--- config.mk ---
export PLATFORM = sky130hd
export DESIGN_NAME = axis_depacketizer
export DESIGN_NICKNAME = d
export VERILOG_FILES = /design/src/rtl/daq_pkg.sv /design/src/rtl/axis_out_reg.sv /design/src/rtl/axis_depacketizer.sv
export SDC_FILE = /design/constraint.sdc
export NUM_CORES = 1
export LEC_CHECK = 0
export ABC_AREA = 1
export BUFFER_PORTS_ARGS = -buffer_cell sky130_fd_sc_hd__buf_2
export CAP_MARGIN = 20
export CORE_ASPECT_RATIO = 2
export CORE_MARGIN = 2
export CORE_UTILIZATION = 35
export DETAILED_ROUTE_END_ITERATION = 8
export GPL_TIMING_DRIVEN = 0
export PLACE_DENSITY_LB_ADDON = 0.05
export SKIP_CTS_REPAIR_TIMING = 1
export SLEW_MARGIN = 20
export SYNTH_ARGS = -nofsm -noshare
export SYNTH_HDL_FRONTEND = slang
export SYNTH_HIERARCHICAL = 1
export SYNTH_SLANG_ARGS = --single-unit
--- constraint.sdc ---
create_clock -name clk -period 3.9 [get_ports clk]
set_clock_uncertainty 0.2 [all_clocks]
set_input_delay 0 -clock clk [delete_from_list [all_inputs] [get_ports clk]]
set_output_delay 0 -clock clk [all_outputs]
set_load 0.01 [all_outputs]
--- src/rtl/daq_pkg.sv ---
// Shared types for the DAQ stream path: the frame header layout and the depacketizer states.
package daq_pkg;

   localparam int unsigned HDR_W  = 32;
   localparam int unsigned CHAN_W = 8;
   localparam int unsigned SEQ_W  = 4;
   localparam int unsigned LEN_W  = 12;
   localparam int unsigned CNT_W  = 16;

   localparam logic [7:0] DEPKT_SYNC = 8'hA5;

   typedef struct packed {
      logic [7:0]       sync;
      logic [CHAN_W-1:0] chan;
      logic [SEQ_W-1:0]  seq;
      logic [LEN_W-1:0]  len;
   } hdr_t;

   typedef enum logic [1:0] {
      HDR,
      PAYLOAD,
      DROP
   } depkt_state_e;

   function automatic logic [CNT_W-1:0] sat_inc(input logic [CNT_W-1:0] v);
      return (v == {CNT_W{1'b1}}) ? v : v + CNT_W'(1);
   endfunction

endpackage

--- src/rtl/axis_out_reg.sv ---
// One-entry registered AXI-Stream stage carrying data/last/user with a valid/ready handshake.
module axis_out_reg #(
   parameter int unsigned DATA_W = 32,
   parameter int unsigned USER_W = 8
) (
   input  logic              clk,
   input  logic              rst,
   input  logic [DATA_W-1:0] s_data,
   input  logic              s_last,
   input  logic [USER_W-1:0] s_user,
   input  logic              s_valid,
   output logic              s_ready_c,
   output logic [DATA_W-1:0] m_data,
   output logic              m_last,
   output logic [USER_W-1:0] m_user,
   output logic              m_valid,
   input  logic              m_ready
);

   // Accept a new word whenever the slot is empty or is draining this cycle.
   assign s_ready_c = !m_valid || m_ready;

   always_ff @(posedge clk) begin
      if (rst) begin
         m_valid <= 1'b0;
         m_data  <= '0;
         m_last  <= 1'b0;
         m_user  <= '0;
      end else if (s_valid && s_ready_c) begin
         m_valid <= 1'b1;
         m_data  <= s_data;
         m_last  <= s_last;
         m_user  <= s_user;
      end else if (m_ready) begin
         m_valid <= 1'b0;
      end
   end

endmodule

--- src/rtl/axis_depacketizer.sv ---
// Strips and checks frame headers, forwards payload with tuser = channel and a rebuilt tlast,
// flags framing errors and keeps saturating frame/error counters.
module axis_depacketizer
   import daq_pkg::*;
#(
   parameter int unsigned DATA_W  = 32,
   parameter int unsigned USER_W  = 8,
   parameter int unsigned MAX_LEN = 256
) (
   input  logic              clk,
   input  logic              rst,
   input  logic [DATA_W-1:0] s_tdata,
   input  logic              s_tvalid,
   output logic              s_tready,
   input  logic              s_tlast,
   output logic [DATA_W-1:0] m_tdata,
   output logic              m_tvalid,
   input  logic              m_tready,
   output logic              m_tlast,
   output logic [USER_W-1:0] m_tuser,
   output logic              hdr_valid,
   output logic [CHAN_W-1:0] hdr_chan,
   output logic              err_sync,
   output logic              err_len,
   output logic              err_seq,
   output logic [CNT_W-1:0]  frame_cnt,
   output logic [CNT_W-1:0]  err_cnt
);

   localparam logic [LEN_W-1:0] MAX_LEN_L = LEN_W'(MAX_LEN);

   depkt_state_e      state, state_n;
   logic [LEN_W-1:0]  rem, rem_n;
   logic [CHAN_W-1:0] hdr_chan_n;
   logic [SEQ_W-1:0]  exp_seq, exp_seq_n;
   logic              seq_known, seq_known_n;

   hdr_t hdr_c;
   logic sync_ok_c, len_bad_c;
   logic push_c, push_last_c, out_ready_c;
   logic hdr_valid_c, err_sync_c, err_len_c, err_seq_c, frame_done_c;

   assign hdr_c     = hdr_t'(s_tdata[HDR_W-1:0]);
   assign sync_ok_c = (hdr_c.sync == DEPKT_SYNC);
   assign len_bad_c = (hdr_c.len == '0) || (hdr_c.len > MAX_LEN_L);

   // Next-state, handshake and event decode.
   always_comb begin
      state_n      = state;
      rem_n        = rem;
      hdr_chan_n   = hdr_chan;
      exp_seq_n    = exp_seq;
      seq_known_n  = seq_known;
      s_tready     = 1'b1;
      push_c       = 1'b0;
      push_last_c  = 1'b0;
      hdr_valid_c  = 1'b0;
      err_sync_c   = 1'b0;
      err_len_c    = 1'b0;
      err_seq_c    = 1'b0;
      frame_done_c = 1'b0;
      case (state)
         HDR: begin
            if (s_tvalid) begin
               if (sync_ok_c) begin
                  exp_seq_n   = hdr_c.seq + SEQ_W'(1);
                  seq_known_n = 1'b1;
                  err_seq_c   = seq_known && (hdr_c.seq != exp_seq);
               end
               if (!sync_ok_c || len_bad_c) begin
                  err_sync_c = !sync_ok_c;
                  err_len_c  = len_bad_c;
                  state_n    = s_tlast ? HDR : DROP;
               end else if (s_tlast) begin
                  err_len_c = 1'b1;
               end else begin
                  hdr_chan_n  = hdr_c.chan;
                  rem_n       = hdr_c.len;
                  hdr_valid_c = 1'b1;
                  state_n     = PAYLOAD;
               end
            end
         end
         PAYLOAD: begin
            s_tready = out_ready_c;
            if (s_tvalid && out_ready_c) begin
               push_c      = 1'b1;
               push_last_c = s_tlast || (rem == LEN_W'(1));
               if (rem == LEN_W'(1)) begin
                  frame_done_c = s_tlast;
                  err_len_c    = !s_tlast;
                  state_n      = s_tlast ? HDR : DROP;
               end else if (s_tlast) begin
                  err_len_c = 1'b1;
                  state_n   = HDR;
               end else begin
                  rem_n = rem - LEN_W'(1);
               end
            end
         end
         DROP: begin
            if (s_tvalid && s_tlast) state_n = HDR;
         end
         default: state_n = HDR;
      endcase
   end

   always_ff @(posedge clk) begin
      if (rst) begin
         state     <= HDR;
         rem       <= '0;
         hdr_chan  <= '0;
         exp_seq   <= '0;
         seq_known <= 1'b0;
         hdr_valid <= 1'b0;
         err_sync  <= 1'b0;
         err_len   <= 1'b0;
         err_seq   <= 1'b0;
         frame_cnt <= '0;
         err_cnt   <= '0;
      end else begin
         state     <= state_n;
         rem       <= rem_n;
         hdr_chan  <= hdr_chan_n;
         exp_seq   <= exp_seq_n;
         seq_known <= seq_known_n;
         hdr_valid <= hdr_valid_c;
         err_sync  <= err_sync_c;
         err_len   <= err_len_c;
         err_seq   <= err_seq_c;
         if (frame_done_c) frame_cnt <= sat_inc(frame_cnt);
         // Several error kinds in one cycle count as a single event.
         if (err_sync_c || err_len_c || err_seq_c) err_cnt <= sat_inc(err_cnt);
      end
   end

   axis_out_reg #(
      .DATA_W (DATA_W),
      .USER_W (USER_W)
   ) u_out (
      .clk       (clk),
      .rst       (rst),
      .s_data    (s_tdata),
      .s_last    (push_last_c),
      .s_user    (USER_W'(hdr_chan)),
      .s_valid   (push_c),
      .s_ready_c (out_ready_c),
      .m_data    (m_tdata),
      .m_last    (m_tlast),
      .m_user    (m_tuser),
      .m_valid   (m_tvalid),
      .m_ready   (m_tready)
   );

endmodule

Word level (Yosys, flattened, before mapping)
Cells that the tools add are included.
{"block": "totals", "register_bits": 105, "out_inout_bits": 87, "elab_cells": 105, "inputBits": 37}
{"block": "op_classes", "n_mux": 39, "addsub": 4, "bitwise": 6, "n_eq_ne": 16, "magnitude_cmp": 1, "n_reduce_logical": 24}
{"cell": "2-to-1 mux 12 bit", "n": 6}
{"cell": "adder 16 x 1 -> 16 bit, second input constant", "n": 2}
{"cell": "== test 16 bit, second input constant", "n": 2}
{"cell": "case mux 12 bit (2 select lines)", "n": 1}
{"cell": "2-to-1 mux 1 bit", "n": 22}
{"cell": "2-to-1 mux 2 bit", "n": 8}
{"cell": "inequality test 2 bit, second input constant", "n": 7}
{"cell": "== test 12 x 1 -> 1 bit, second input constant", "n": 1}
{"cell": "greater-than comparator 12 x 9 -> 1 bit, second input constant", "n": 1}
{"cell": "logical NOT 12 bit", "n": 1}
{"cell": "subtractor 12 x 1 -> 12 bit, second input constant", "n": 1}
{"cell": "== test 8 bit, second input constant", "n": 1}
{"cell": "AND reduction 7 bit", "n": 1}
{"cell": "logical OR 1 bit", "n": 6}
{"cell": "inequality test 3 bit, second input constant", "n": 2}
{"cell": "NOT 1 bit", "n": 6}
{"cell": "case mux 2 bit (3 select lines)", "n": 1}
{"cell": "AND reduction 5 bit", "n": 1}
{"cell": "adder 4 x 1 -> 4 bit, second input constant", "n": 1}
{"cell": "logical AND 1 bit", "n": 4}
{"cell": "inequality test 4 bit", "n": 1}
{"cell": "AND reduction 2 bit", "n": 2}
{"cell": "AND reduction 4 bit", "n": 1}
{"cell": "nonzero test 2 bit", "n": 2}
{"cell": "7 further kinds", "n": 9}

Depth between registers and ports, before layout
{"block": "depth", "ltp_word": 9, "mapped_depth": 15, "mapped_depth_nobuf": 13}

Modules after synthesis
Netlist, hierarchy kept.
{"mod": "axis_depacketizer", "seq_area_each_um2": 1261.2, "area_per_inst_um2": 3798.6, "n_inst": 1, "cells_each": 552}
{"mod": "axis_out_reg", "seq_area_each_um2": 840.8, "area_per_inst_um2": 1871.8, "n_inst": 1, "cells_each": 274}

Worst setup path after synthesis
OpenSTA, ideal clock, no wires.
{"block": "synth_timing", "path_type": "register to register", "from": "reg rem[1]", "to": "reg err_cnt[6]", "period_less_slack_ps": 2029, "setup_time_ps": 71, "path_stages_with_launch": 15, "t_arrival_ps": 1757, "path_slack_ps": 1871, "path_buffers": 1, "cell_sequence": "dfxtp_1 -> inv_1 -> ha_1 -> nand4_1 -> nor2_2 -> inv_2 -> ha_1 -> nand2_1 -> nand2_1 -> inv_2 -> nand3_4 -> nand2_4 -> buf_12 -> nand2_2 -> a21oi_2"}
{"block": "synth_via", "elab_chain_cells": 7}
{"element": "start: declaration", "line": "axis_depacketizer.sv:33", "text": "logic [LEN_W-1:0] rem, rem_n;"}
{"element": "start signal: assignment", "line": "axis_depacketizer.sv:123", "text": "rem <= rem_n;"}
{"element": "== test 12 x 1 -> 1 bit", "line": "axis_depacketizer.sv:89", "text": "if (rem == LEN_W'(1)) begin"}
{"element": "2-to-1 mux 1 bit", "line": "axis_depacketizer.sv:89"}
{"element": "2-to-1 mux 1 bit", "line": "axis_depacketizer.sv:86", "text": "if (s_tvalid && out_ready_c) begin"}
{"element": "case mux 1 bit (2 select lines)", "line": "axis_depacketizer.sv:62", "text": "case (state)"}
{"element": "logical OR 1 bit (2 in a row)", "line": "axis_depacketizer.sv:133", "text": "if (err_sync_c || err_len_c || err_seq_c) err_cnt <= sat_inc(err_cnt);"}
{"element": "AND reduction 2 bit (no line)"}
{"element": "end signal: assignment", "line": "axis_depacketizer.sv:133"}
{"element": "end: declaration", "line": "axis_depacketizer.sv:27", "text": "output logic [CNT_W-1:0] err_cnt"}
No other way between the ends.
A chain may end at the register's enable or synchronous reset.

Worst setup path after layout
{"block": "layout_timing", "from": "reg u_out.m_valid", "to": "reg frame_cnt[11]"}
{"block": "layout_via", "elab_chain_cells": 6}
{"element": "start: declaration", "line": "axis_out_reg.sv:16", "text": "output logic m_valid,"}
{"element": "start signal: assignment", "line": "axis_out_reg.sv:25", "text": "m_valid <= 1'b0;"}
{"element": "start signal: assignment", "line": "axis_out_reg.sv:30", "text": "m_valid <= 1'b1;"}
{"element": "start signal: assignment", "line": "axis_out_reg.sv:35", "text": "m_valid <= 1'b0;"}
{"element": "logical NOT 1 bit", "line": "axis_out_reg.sv:21", "text": "assign s_ready_c = !m_valid || m_ready;"}
{"element": "logical OR 1 bit", "line": "axis_out_reg.sv:21"}
{"element": "via out_ready_c", "line": "axis_depacketizer.sv:40", "text": "logic push_c, push_last_c, out_ready_c;"}
{"element": "logical AND 1 bit", "line": "axis_depacketizer.sv:86"}
{"element": "2-to-1 mux 1 bit", "line": "axis_depacketizer.sv:86"}
{"element": "2-to-1 mux 1 bit", "line": "axis_depacketizer.sv:62"}
{"element": "AND reduction 2 bit (no line)"}
{"element": "end signal: assignment", "line": "axis_depacketizer.sv:131", "text": "if (frame_done_c) frame_cnt <= sat_inc(frame_cnt);"}
{"element": "end: declaration", "line": "axis_depacketizer.sv:26", "text": "output logic [CNT_W-1:0] frame_cnt,"}
The timed path passes the listed nets, and every way through them passes these cells.

==> results by group <==
Run status
  • Outcome: complete, but fails checks
  • Failing checks: hold timing

Clock network
  • Cts bufs inserted: 9
  • Clock latency at the later pin of the worst-skew pair: 0.36 ns
  • H-tree depth: 3
  • Clock sinks: 105
  • CTS tree: built
  • Reg clk slew, reported paths: 0.07 ns
  • Clock buffer depth: 2
  • Root Driver: clkbuf_16

Global routing
  • Vias in the first global route: between 5000 and 6000
  • Antenna violations before repair: 0
  • GRT Overall Usage: roughly a fifth
  • Grt total ovfl: 0
  • First-pass GRT wire length: roughly 27000 um
  • Largest net degree at the start of global routing: 17

Floorplanning
  • Site Rows: 65
  • Starting density of the core: a little over a third
  • I/O pins: approximately 120
  • Area of the core: about 0.016 sq mm
  • Die height: approximately 180 um
  • Die X: approximately 94 um
  • Die ar.: 0.0173 sq mm

Critical path
  • CP max stage delay: approximately 0.33 ns
  • Worst r2r src: u_out/m_valid$_SDFFE_PP0P_
  • CP startpoint: u_out/m_valid$_SDFFE_PP0P_
  • Crit-path cells: nand2_2 > buf_6 > buf_4 > inv_1 > nor3_2 > nand2_1 > nor2_4 > clkinv_1 > nand2_1 > a21oi_1
  • Worst setup SP type: flop
  • Critical Path Most Common Cell: nand2_1
  • CP required: around 3.9 ns
  • CP endpoint kind: flop
  • Crit path max fanout: 10
  • Internal reg-to-reg setup slack: approximately 1.4 ns
  • Kind of critical path: flop to flop
  • Arr. time, crit path: ~2.5 ns
  • Crit path max-delay cell type: nor3_2

Hold path
  • Hold Startpoint: m_tready
  • Min-delay worst type: input port to flop

Power
  • Int Power: ~0.0018 W
  • Clk network pwr share: 36.6%
  • Share of power burned in registers: roughly 45%
  • Tot Pwr: 0.00257 W
  • Sw Ratio: around 29%
  • Combinational Power Share: between 15 and 20%
  • Lkg Pwr: between 3 and 4 nW
  • Peak supply drop: about 0.2 mV
  • PD cells: 356 mW/mm^2
  • NetSw: 0.000744 W

Timing
  • Final period utilization: a little under two thirds
  • Rel. slew slack: 51.2%
  • RSZ-0062 raised after global routing: no
  • Setup TNS: 0 ns
  • Slew Viols, Final: 0
  • # setup viols final: 0
  • Final hold violation count: 4
  • Crit path time final: about 2.5 ns
  • Hold WS: -0.0302 ns
  • Worst Tran Pin Value: around 0.73 ns
  • Post-layout worst setup margin: between 1 and 1.5 ns
  • Fmax achieved: 0.402 GHz

Logic synthesis
  • Main flop type after synthesis: dfxtp_1
  • Syn Inst Count: about 830
  • Synth cell types: 39
  • Mapped Nets: between 800 and 900
  • Yosys top cell area share: 37.1%
  • Top cells by area, synth: dfxtp_1 (37%), nand2_1 (9.9%), nand3_1 (7.6%)
  • Mean Syn Cell Area: around 6.9 sq um
  • Asr flop ratio synth: 0%
  • Flops & latches, synth: between 100 and 150
  • Most common cell in the netlist: nand2_1
  • Post-synthesis compound-gate area fraction: 12.7%
  • Yosys warnings: 6
  • Register area share after synthesis: 37.1%
  • Post-synth EDFFs: 0
  • Cell Area, Synth: ~0.0057 sq mm
  • Largest family of logic cells by synthesized area: simple AND/OR/NAND/NOR gates
  • Post-Synth Simple-Gate Area: roughly a third
  • Cell taking the most area after synthesis: dfxtp_1
  • Top cells by count, synth: nand2_1 (150), nor2_1 (107), dfxtp_1 (105)
  • XOR/XNOR Fraction of Synth Area: ~4.3%
  • Portion of netlist area occupied by mux cells: less than 1%
  • Post-Synth Adder-Cell Area: approximately 1.8%

Place
  • Port-buffer cells: 123
  • HPWL Detailed: approximately 13000 um
  • GPL Wtd Cong: between 0.8 and 0.9
  • Pre-CTS WS: 1.37 ns

Cells and area
  • Share of layout cells above drive strength 1: 21.2%
  • Antenna cells: 0
  • Nets@finish: between 1000 and 1500
  • P&R area growth vs syn: 27.1%

Detailed routing
  • Drt wl/cell: 14.4 um
  • Final wirelength: ~17000 um
  • Pre-antenna DRT Iters: 4
  • DRC errors left: 0
  • Via-to-Cell Ratio: roughly 4.7
  • Via count: around 5700
  • First DRT Iteration DRCs: 184
  • Routed Antenna Nets: 0

Job
  • Max_cap viols: 0
## worst max-delay path, delay by kind of cell, from the launching register on
family                 cells  cell delay [ns]
AO/OA/AOI/OAI              1             0.06
buffers and inverters      4             0.76
flip-flops                 1             0.32
AND/OR/NAND/NOR            5             0.99
## cells by family (layout without fill, tap and decap cells)
family	after synthesis	after routing
compound gates	135	135
xor+xnor	28	28
fa+ha+maj	8	8
buf+inv	149	324
flops	105	105
mux	1	1
simple gates	400	400
## sequential cells by signal, indices dropped and copies added (netlist names), 2 cells and up
signal        cells
u_out/m_user      8
hdr_chan          8
rem              12
frame_cnt        16
err_cnt          16
u_out/m_data     32
state             2
exp_seq           4
## through the flow
| stage | instances | utilization [%] | hold slack, ns | area, sq um |
|---|---|---|---|---|
| finish | 1202 | 45.4 | -0.0302 | 7200 |
| global route | 1202 | 45.4 | 0.0119 | 7200 |
| CTS | 1165 | 43.1 | -0.329 | 6830 |
| detailed placement | 1150 | 41.2 | 0.0457 | 6540 |
| global placement | 1150 | 41.2 | 0.0406 | 6540 |
| floorplan | 826 | - | -0.131 | 5670 |
## cell type report
type / count / area, sq um
buffer: 36 / 223
clock buffer: 11 / 243
clock inverter: 4 / 53.8
fill: 1779 / 8650
inverter: 113 / 427
multi-input combinational: 572 / 2920
sequential: 105 / 2100
tap: 201 / 251
timing repair buffer: 160 / 986
## per-layer routing
metal  wire, um  global-route usage (%)  part of all wire (%)  vias up
li1           -                       -                     -     2983
met4        339                    7.25                   2.0        0
met2       9490                    38.6                    55      106
met1       6880                    21.8                    40     2576
met5          0                       0                     0        -
met3        539                    2.71                   3.1       20
## placed cells by master, fill, tap and decap left out, drive strengths merged, types with 2 or more instances in the layout
cell type,n
nand2,168
buf,146
nor2,113
inv,112
dfxtp,105
a21oi,92
nand3,88
o21ai,40
dlygate4sd3,37
clkbuf,24
xor2,19
nor3,13
nand4,10
xnor2,9
ha,8
nor4,4
nand3b,3
clkinvlp,2
clkinv,2
## power groups by stage
| stage | clock (W) | sequential [W] | combinational (W) |
|---|---|---|---|
| floorplan | 0 | 0.00119 | 0.000289 |
| global placement | 0 | 0.00118 | 0.000448 |
| detailed placement | 0 | 0.00118 | 0.000448 |
| CTS | 0.000966 | 0.00115 | 0.000450 |
| global route | 0.00101 | 0.00116 | 0.000535 |
| finish | 0.000938 | 0.00115 | 0.000474 |
## worst paths after layout
kind / endpoint / depth (start not counted)
max: frame_cnt[11]$_SDFFE_PP0P_ / 10
min: u_out/m_user[7]$_SDFFE_PP0P_ / 7
max reg2reg: frame_cnt[11]$_SDFFE_PP0P_ / 10
min reg2reg: exp_seq[2]$_SDFFE_PP0P_ / 2
Note: power is estimated with default switching activity, not from simulation.
